$ cat config.mk
export PLATFORM = sky130hd
export DESIGN_NAME = plat_refresh_seq
export DESIGN_NICKNAME = d
export VERILOG_FILES = /design/src/rtl/plat_pkg.sv /design/src/rtl/plat_lfsr16.sv /design/src/rtl/plat_refresh_seq.sv
export SDC_FILE = /design/constraint.sdc
export NUM_CORES = 1
export LEC_CHECK = 0
export CAP_MARGIN = 20
export CORE_MARGIN = 2
export CORE_UTILIZATION = 24
export CTS_CLUSTER_DIAMETER = 60
export DETAILED_ROUTE_END_ITERATION = 10
export PLACE_DENSITY_LB_ADDON = 0.08
export SETUP_SLACK_MARGIN = 0.15
export SYNTH_ARGS = -nofsm -noshare
export SYNTH_HDL_FRONTEND = slang
export SYNTH_HIERARCHICAL = 1
export SYNTH_SLANG_ARGS = --single-unit
$ cat constraint.sdc
create_clock -name Clock -period 4.5 [get_ports Clock]
set_clock_uncertainty 0.1 [all_clocks]
set_input_delay 0.675 -clock Clock [delete_from_list [all_inputs] [get_ports Clock]]
set_output_delay 0.675 -clock Clock [all_outputs]
set_load 0.02 [all_outputs]
$ cat src/rtl/plat_pkg.sv
// Shared types and constants for the platform-table sequencer.
package plat_pkg;

   typedef struct packed {
      logic       valid;
      logic [9:0] x;
      logic [9:0] y;
   } plat_t;

   typedef enum logic [2:0] {
      StIdle,
      StFill,
      StRd,
      StWait,
      StWr,
      StDone
   } seq_state_e;

   localparam logic [2:0]  OUTSTATE_REFRESH = 3'b100;
   // Galois taps 16,14,13,11 for a right-shifting register
   localparam logic [15:0] LFSR_TAPS        = 16'hB400;

   function automatic logic [15:0] lfsr_step(input logic [15:0] cur);
      return {1'b0, cur[15:1]} ^ (cur[0] ? LFSR_TAPS : 16'h0000);
   endfunction

endpackage

$ cat src/rtl/plat_lfsr16.sv
// Free-running 16-bit Galois LFSR used for platform respawn x positions.
module plat_lfsr16
   import plat_pkg::*;
#(
   parameter logic [15:0] SEED = 16'hACE1
) (
   input  logic        Clock,
   input  logic        Reset,
   output logic [15:0] q
);

   logic [15:0] lfsr_q;

   always_ff @(posedge Clock) begin
      if (Reset) begin
         lfsr_q <= SEED;
      end else begin
         lfsr_q <= lfsr_step(lfsr_q);
      end
   end

   assign q = lfsr_q;

endmodule

$ cat src/rtl/plat_refresh_seq.sv
// Platform table sequencer: initial fill on loadplat, scroll/respawn walk on Refreshing entry.
// Optional respawn counter port enabled by defining PLAT_RESPAWN_CNT_EN.
module plat_refresh_seq
   import plat_pkg::*;
#(
   parameter int unsigned N_PLAT    = 16,
   parameter int unsigned SCREEN_W  = 640,
   parameter int unsigned SCREEN_H  = 480,
   parameter int unsigned PLAT_PIX  = 64,
   parameter int unsigned ROW_SPACE = 30,
   parameter logic [15:0] LFSR_SEED = 16'hACE1,
   localparam int unsigned IDX_W    = $clog2(N_PLAT)
) (
   input  logic             Clock,
   input  logic             Reset,
   input  logic [2:0]       outstate,
   input  logic             loadplat,
   input  logic [9:0]       scroll_dy,
   output logic [IDX_W-1:0] plat_addr,
   input  logic [20:0]      plat_rd_data,
   output logic             plat_wr_en,
   output logic [20:0]      plat_wr_data,
   output logic             busy,
   output logic             trigger
`ifdef PLAT_RESPAWN_CNT_EN
   ,
   output logic [15:0]      respawn_total
`endif
);

   localparam int unsigned XMAX = SCREEN_W - PLAT_PIX;

   seq_state_e       state_q, state_d;
   logic [IDX_W-1:0] idx_q, idx_d;
   logic             loadplat_q, rf_prev_q, ld_start_q, rf_start_q;
   logic             in_refresh, last_slot;
   logic [15:0]      lfsr;
   logic [9:0]       lfsr_lo, xr;
   logic [31:0]      fill_off;
   plat_t            fill_word, rd_word, wr_word;
   logic [10:0]      sum_y, over_y;
   logic             respawn;
   logic             unused_lfsr;

   plat_lfsr16 #(
      .SEED (LFSR_SEED)
   ) u_lfsr (
      .Clock (Clock),
      .Reset (Reset),
      .q     (lfsr)
   );

   assign unused_lfsr = ^lfsr[15:10];
   assign lfsr_lo     = lfsr[9:0];
   assign xr          = (lfsr_lo >= 10'(XMAX)) ? lfsr_lo - 10'(XMAX) : lfsr_lo;
   assign in_refresh  = (outstate == OUTSTATE_REFRESH);
   assign last_slot   = (idx_q == IDX_W'(N_PLAT - 1));

   // Start requests live for one cycle; anything arriving outside IDLE is dropped
   always_ff @(posedge Clock) begin
      if (Reset) begin
         loadplat_q <= 1'b0;
         rf_prev_q  <= 1'b0;
         ld_start_q <= 1'b0;
         rf_start_q <= 1'b0;
      end else begin
         loadplat_q <= loadplat;
         rf_prev_q  <= in_refresh;
         ld_start_q <= loadplat & ~loadplat_q;
         rf_start_q <= in_refresh & ~rf_prev_q;
      end
   end

   always_ff @(posedge Clock) begin
      if (Reset) begin
         state_q <= StIdle;
         idx_q   <= '0;
      end else begin
         state_q <= state_d;
         idx_q   <= idx_d;
      end
   end

   always_comb begin
      state_d = state_q;
      idx_d   = idx_q;
      unique case (state_q)
         StIdle: begin
            idx_d = '0;
            if (ld_start_q) begin
               state_d = StFill;
            end else if (rf_start_q) begin
               state_d = StRd;
            end
         end
         StFill: begin
            if (last_slot) begin
               state_d = StIdle;
               idx_d   = '0;
            end else begin
               idx_d = idx_q + 1'b1;
            end
         end
         StRd:   state_d = StWait;
         StWait: state_d = StWr;
         StWr: begin
            if (last_slot) begin
               state_d = StDone;
            end else begin
               state_d = StRd;
               idx_d   = idx_q + 1'b1;
            end
         end
         StDone: begin
            state_d = StIdle;
            idx_d   = '0;
         end
         default: begin
            state_d = StIdle;
            idx_d   = '0;
         end
      endcase
   end

   always_comb begin
      fill_off        = 32'(idx_q) * ROW_SPACE;
      fill_word.valid = (fill_off < SCREEN_H);
      fill_word.x     = xr;
      fill_word.y     = fill_word.valid ? 10'(SCREEN_H - 1 - fill_off) : 10'd0;
   end

   // Read word is stable in WR because plat_addr holds the slot through WAIT
   always_comb begin
      rd_word = plat_t'(plat_rd_data);
      sum_y   = {1'b0, rd_word.y} + {1'b0, scroll_dy};
      over_y  = sum_y - 11'(SCREEN_H);
      respawn = rd_word.valid && (sum_y >= 11'(SCREEN_H));
      wr_word = rd_word;
      if (rd_word.valid) begin
         if (!respawn) begin
            wr_word = '{valid: 1'b1, x: rd_word.x, y: sum_y[9:0]};
         end else begin
            wr_word.valid = 1'b1;
            wr_word.x     = xr;
            wr_word.y     = (over_y >= 11'(SCREEN_H)) ? 10'd0 : over_y[9:0];
         end
      end
   end

   always_comb begin
      plat_addr    = idx_q;
      plat_wr_en   = 1'b0;
      plat_wr_data = '0;
      busy         = (state_q != StIdle);
      trigger      = (state_q == StDone);
      if (state_q == StFill) begin
         plat_wr_en   = 1'b1;
         plat_wr_data = fill_word;
      end else if (state_q == StWr) begin
         plat_wr_en   = 1'b1;
         plat_wr_data = wr_word;
      end
   end

`ifdef PLAT_RESPAWN_CNT_EN
   logic [15:0] respawn_cnt_q;

   always_ff @(posedge Clock) begin
      if (Reset) begin
         respawn_cnt_q <= '0;
      end else if (state_q == StIdle && ld_start_q) begin
         respawn_cnt_q <= '0;
      end else if (state_q == StWr && respawn && respawn_cnt_q != 16'hFFFF) begin
         respawn_cnt_q <= respawn_cnt_q + 16'd1;
      end
   end

   assign respawn_total = respawn_cnt_q;
`endif

endmodule
======== Yosys cells after proc, flatten, opt, wreduce, memory -nomap -nowiden ========
Cells that the tools add are included.
storage, ports and cells
  bits in registers ....................... 27
  bits of input ports ..................... 37
  output and inout bits ................... 28
  logic and storage cells ................. 57
cells by class
  $add $sub $neg .......................... 5
  bitwise gates (word level) .............. 6
  eq/ne operators ......................... 10
  reduce and logical (&&, ||, !) cells .... 6
  magnitude comparators ................... 4
  $mul .................................... 1
  mux-type cells .......................... 18
operators with widths
  operator                                              number
  two-way mux 21 bit                                    3
  two-way mux 10 bit                                    3
  >= comparator 11 x 9 -> 1 bit, second input constant  2
  two-way mux 20 bit                                    1
  two-way mux 16 bit                                    1
  XOR 15 x 16 -> 16 bit                                 1
  case mux 3 bit (5 select lines)                       1
  two-way mux 3 bit                                     4
  case mux 4 bit (3 select lines)                       1
  adder 10 x 10 -> 11 bit                               1
  subtractor 11 x 9 -> 11 bit, second input constant    1
  >= comparator 10 bit, second input constant           1
  subtractor 10 bit, second input constant              1
  subtractor 9 x 9 -> 10 bit, first input constant      1
  equality test 3 bit, second input constant            3
  < comparator 9 bit, second input constant             1
  multiplier 4 x 4 -> 8 bit, second input constant      1
  two-way mux 4 bit                                     2
  equality test 3 x 2 -> 1 bit, second input constant   2
  adder 4 x 1 -> 4 bit, second input constant           1
  equality test 4 bit, second input constant            1
  != test 2 bit, second input constant                  2
  AND reduction 2 bit                                   2
  equality test 3 x 1 -> 1 bit, second input constant   1
  8 further kinds                                       12

======== Depth between registers and ports, before layout ========
  depth after elaboration ................. 8
  mapped depth ............................ 13

======== Modules after synthesis ========
The synthesis kept the hierarchy.
by module, submodules not included
  module            cells an instance  instances  area an instance (um2)
  plat_refresh_seq  291                1          2,220.9
  plat_lfsr16       36                 1          462.9

======== Worst setup path after synthesis ========
No wires, ideal clock.
  kind .................................... input -> output
  start ................................... input port scroll_dy[0]
  end ..................................... output port plat_wr_data[1]
  path slack .............................. 0.070 ns
  arrival time ............................ 3.655 ns
  data required time ...................... 3.725 ns
  cell stages on the path ................. 13
  cell sequence ........................... ha_1 inv_1 fa_1 nor2b_1 o31a_1 or3_1 and2_1 ha_1 clkbuf_1 o31a_1 o22ai_1 a21boi_2 o32ai_1
between the ends
  cells in the longest elaborated chain, start to end .. 8
  elaborated cells on any way between the ends .. 10
RTL lines
  item                           line                     RTL
  start, declared                plat_refresh_seq.sv:18   input logic [9:0] scroll_dy,
  adder 10 x 10 -> 11 bit *      plat_refresh_seq.sv:135  sum_y = {1'b0, rd_word.y} + {1'b0, scroll_dy};
  subtractor 11 x 9 -> 11 bit    plat_refresh_seq.sv:136  over_y = sum_y - 11'(SCREEN_H);
  >= comparator 11 x 9 -> 1 bit  plat_refresh_seq.sv:145  wr_word.y = (over_y >= 11'(SCREEN_H)) ? 10'd0 : over_y[9:0];
  two-way mux 10 bit             plat_refresh_seq.sv:145
  two-way mux 20 bit *           plat_refresh_seq.sv:140  if (!respawn) begin
  two-way mux 21 bit *           plat_refresh_seq.sv:139  if (rd_word.valid) begin
  two-way mux 21 bit *           plat_refresh_seq.sv:159  end else if (state_q == StWr) begin
  two-way mux 21 bit *           plat_refresh_seq.sv:156  if (state_q == StFill) begin
  end, declared                  plat_refresh_seq.sv:22   output logic [20:0] plat_wr_data,
Mark *: on every way between the ends. The rest lies on a longest branch, timed or not.

======== Worst setup path after layout ========
  start ................................... input port plat_rd_data[0]
  end ..................................... output port plat_wr_data[6]
between the ends
  cells in the longest elaborated chain, start to end .. 8
  elaborated cells on any way between the ends .. 10
RTL lines
  item                           line                     RTL
  start, declared                plat_refresh_seq.sv:20   input logic [20:0] plat_rd_data,
  adder 10 x 10 -> 11 bit *      plat_refresh_seq.sv:135
  subtractor 11 x 9 -> 11 bit    plat_refresh_seq.sv:136
  >= comparator 11 x 9 -> 1 bit  plat_refresh_seq.sv:145
  two-way mux 10 bit             plat_refresh_seq.sv:145
  two-way mux 20 bit *           plat_refresh_seq.sv:140
  two-way mux 21 bit *           plat_refresh_seq.sv:139
  two-way mux 21 bit *           plat_refresh_seq.sv:159
  two-way mux 21 bit *           plat_refresh_seq.sv:156
Marks and branches as above.

==> impl_metrics.tcl <==
set metrics [dict create \
    end_kind "output pin" \
    endpoint "plat_wr_data[6]" \
    place_congestion 0.745 \
    fin_cells 591 \
    dp_cells 583 \
    hold_class "reg -> reg" \
    drtIter0Drc 49 \
    final_max_slew_viol_count 0 \
    row_count 38 \
    yosys_warnings 6 \
    async_flop_share_pct 0 \
    fmax_mhz 226 \
    status "finished, final reports clean" \
    fin_crit_sh_pct 98.2 \
    critPathBufInv 4 \
    nFillCells 1123 \
    cts_root_buf "clkbuf_8" \
    antenna_found_initial 0 \
    crit_path_top_delay_cell "nor4_2" \
    synth_edf_count 0 \
    die_w_um 110 \
    dp_hpwl_um 6530 \
    cp.required_ns 3.72 \
    syn_to_final_growth_pct 57.3 \
    setup_viol 0 \
    worst_slew_pin_slew_ns 0.668 \
    finalCriticalPeriod_ns 4.42 \
    drtAntennaViolNets 0 \
    critPathArrivalTime_ns 3.64 \
    syn_nets 399 \
    grtUsageTotal_pct 13.6 \
    crit_family "simple AND/OR/NAND/NOR gates" \
    crit_type "in -> out" \
    ys_seq_elements 27 \
    die_area_mm2 0.0120 \
    cpPeakStageDelay_ns 0.36 \
    rr_worst_depth 7 \
    start_util_pct 24.6 \
    synth.avg_cell_area_um2 8.21 \
    yosysSeqAreaShare_pct 20.1 \
    layout-drive-gt1-share_pct 31.0 \
    insertion_delay_ns 0.26 \
    drc_errors 0 \
    n_antenna_cell 0 \
    power_density_mw_per_mm2 220 \
    first_global_vias 2733 \
    crit_cells 16 \
    grt_pass1_wl_um 13200 \
    overflow 0 \
    cts_tree "built" \
    nNetsFinal 524 \
    cp_max_fo 6 \
    rsz0062_at_grt "yes" \
    utilization_pct 38.8 \
    critPathLaunch "plat_rd_data[0]" \
    port_buffers 64 \
    ir_drop_v 0.000179 \
    pin_count 65 \
    timing.reg2reg.setup_slack_ns 2.06 \
    firstDrtPassIters 4 \
    crit_chain "buf_8 -> ha_4 -> inv_2 -> fa_2 -> nor2b_4 -> o31a_1 -> or3_4 -> and2_4 -> ha_4 -> nand4b_1 -> nor4_2 -> o22ai_2 -> a21boi_2 -> buf_6 -> o32ai_2 -> buf_4" \
    vias 2743 \
    clock_sinks 27 \
    wl_per_cell_um 13.6 \
    maxCapViolCount 0 \
    synth_cell_types 62 \
    numCtsBuffers 3 \
    r2r-start "state_q[1]" \
    cp_common_cell "ha_4" \
    core-area_mm2 0.0109 \
    cts_buffer_depth 2 \
    cp-start-kind "input port" \
    relSlewSlack_pct 55.3 \
    clk_pin_slew_worst_paths_ns 0.08 \
    postSynthCellCount 327 \
    leakagePower_nw 1.90 \
    routed_wirelength_um 8020 \
    synth_ff_type "dfxtp_1" \
    die_h_um 110 \
    syn_area_mm2 0.00268 \
    grt_max_degree 23 \
    vias_per_cell 4.64 \
    r2r_end "plat_addr[3]" \
    h-tree-depth 1 \
    hold_viol 0 \
]
-- layout make-up --
class                           count  area [um2]  share of cell area (%)
Multi-Input combinational cell    267        2310                    54.6
Tap cell                          140         175                    4.15
Inverter                           25        93.8                    2.22
Timing Repair Buffer              128        1060                    25.1
Clock buffer                        4        45.0                    1.07
Sequential cell                    27         542                    12.8
-- registers in the layout, summed over array words and instances, names as in the netlist --
| signal | flops |
|---|---|
| loadplat_q | 1 |
| plat_addr | 4 |
| rf_start_q | 1 |
| rf_prev_q | 1 |
| state_q | 3 |
| u_lfsr/q | 16 |
| ld_start_q | 1 |
-- where the power goes --
group	leakage [nW]	switching (mW)	total, mW	internal (mW)
registers	0.224	0.0161	0.270	0.254
logic	1.66	0.261	0.529	0.268
clock network	0.0228	0.0682	0.131	0.0632
total	1.90	0.346	0.931	0.585
-- metal layers --
layer | up-vias | wire, um | track usage, %
li1 | 1428 | - | -
met1 | 1274 | 3660 | 18.0
met2 | 35 | 4090 | 24.2
met3 | 6 | 189 | 1.13
met4 | 0 | 84 | 2.35
met5 | - | 0 | 0
-- cell usage after synthesis, drive strengths merged, types with 2 or more instances --
master | n | area (um2)
o21ai | 20 | 104
o211a | 2 | 20.0
nand3 | 10 | 62.6
o21bai | 2 | 15.0
nand2 | 27 | 101
dfxtp | 27 | 541
and3 | 4 | 25.0
nor3 | 9 | 45.0
fa | 6 | 120
a22o | 9 | 78.8
o221ai | 3 | 26.3
nor4b | 2 | 17.5
a211oi | 2 | 15.0
a31oi | 3 | 18.8
mux2i | 6 | 60.1
o22ai | 2 | 12.5
ha | 29 | 363
and2b | 6 | 45.0
nand4b | 2 | 32.5
nand2b | 5 | 31.3
o31ai | 4 | 43.8
xor2 | 4 | 35.0
nor2 | 20 | 75.1
nor3b | 3 | 22.5
a21boi | 2 | 18.8
buf | 3 | 18.8
or3 | 3 | 18.8
or2 | 7 | 43.8
a21o | 4 | 30.0
a21oi | 21 | 109
inv | 25 | 93.8
o21a | 4 | 30.0
o211ai | 3 | 22.5
nor2b | 6 | 37.5
clkbuf | 5 | 18.8
o32ai | 3 | 26.3
xnor2 | 18 | 165
o31a | 2 | 17.5
-- cells by family after synthesis --
group	after synthesis	share of synthesized area [%]
AO/OA/AOI/OAI	93	24.5
XOR/XNOR	22	7.46
adder cells (fa/ha/maj)	35	18.0
buffers and inverters	33	4.90
flip-flops	27	20.1
multiplexers	6	2.24
AND/OR/NAND/NOR	111	22.8
-- layout by cell type (no fill, tap or decap), drive strengths merged, types with 13 or more instances in the layout --
master          n
a21oi          21
buf            81
clkbuf         13
clkdlybuf4s50  32
dfxtp          27
ha             29
inv            25
nand2          27
nor2           20
o21ai          20
xnor2          18
-- stage by stage --
| stage | hold WS (ns) | instance area, um2 | total power, mW | setup TNS [ns] | setup WS [ns] |
|---|---|---|---|---|---|
| after floorplan | 0.267 | 2680 | 0.529 | 0 | 0.0703 |
| after global placement | 0.272 | 3910 | 0.751 | -13.38 | -0.841 |
| after detailed placement | 0.278 | 3910 | 0.749 | -14.50 | -0.889 |
| after CTS | 0.291 | 4140 | 0.919 | 0 | 0.0500 |
| after global routing | 0.301 | 4220 | 1.00 | -0.692 | -0.143 |
| final | 0.286 | 4220 | 0.931 | 0 | 0.0806 |
-- worst min path at each step --
stage	from	endpoint	slack, ns	depth (start not counted)
floorplan	loadplat_q	ld_start_q	0.27	1
global placement	rf_prev_q	rf_start_q	0.27	1
detailed placement	rf_prev_q	rf_start_q	0.28	1
CTS	rf_prev_q	rf_start_q	0.29	1
global route	loadplat_q	ld_start_q	0.30	1
finish	loadplat_q	ld_start_q	0.29	1
-- repair_timing --
| item | 4_1_cts | 5_1_grt |
|---|---|---|
| hold buffers | 0 | 0 |
| cloned | 0 | 0 |
| setup endpoints to repair | 20 | 20 |
| buffers inserted | 4 | 0 |
| resized for setup | 133 | 47 |
| hold endpoints to repair | 0 | 0 |
| pin swaps | 23 | 9 |
(Power assumes the default switching activity.)
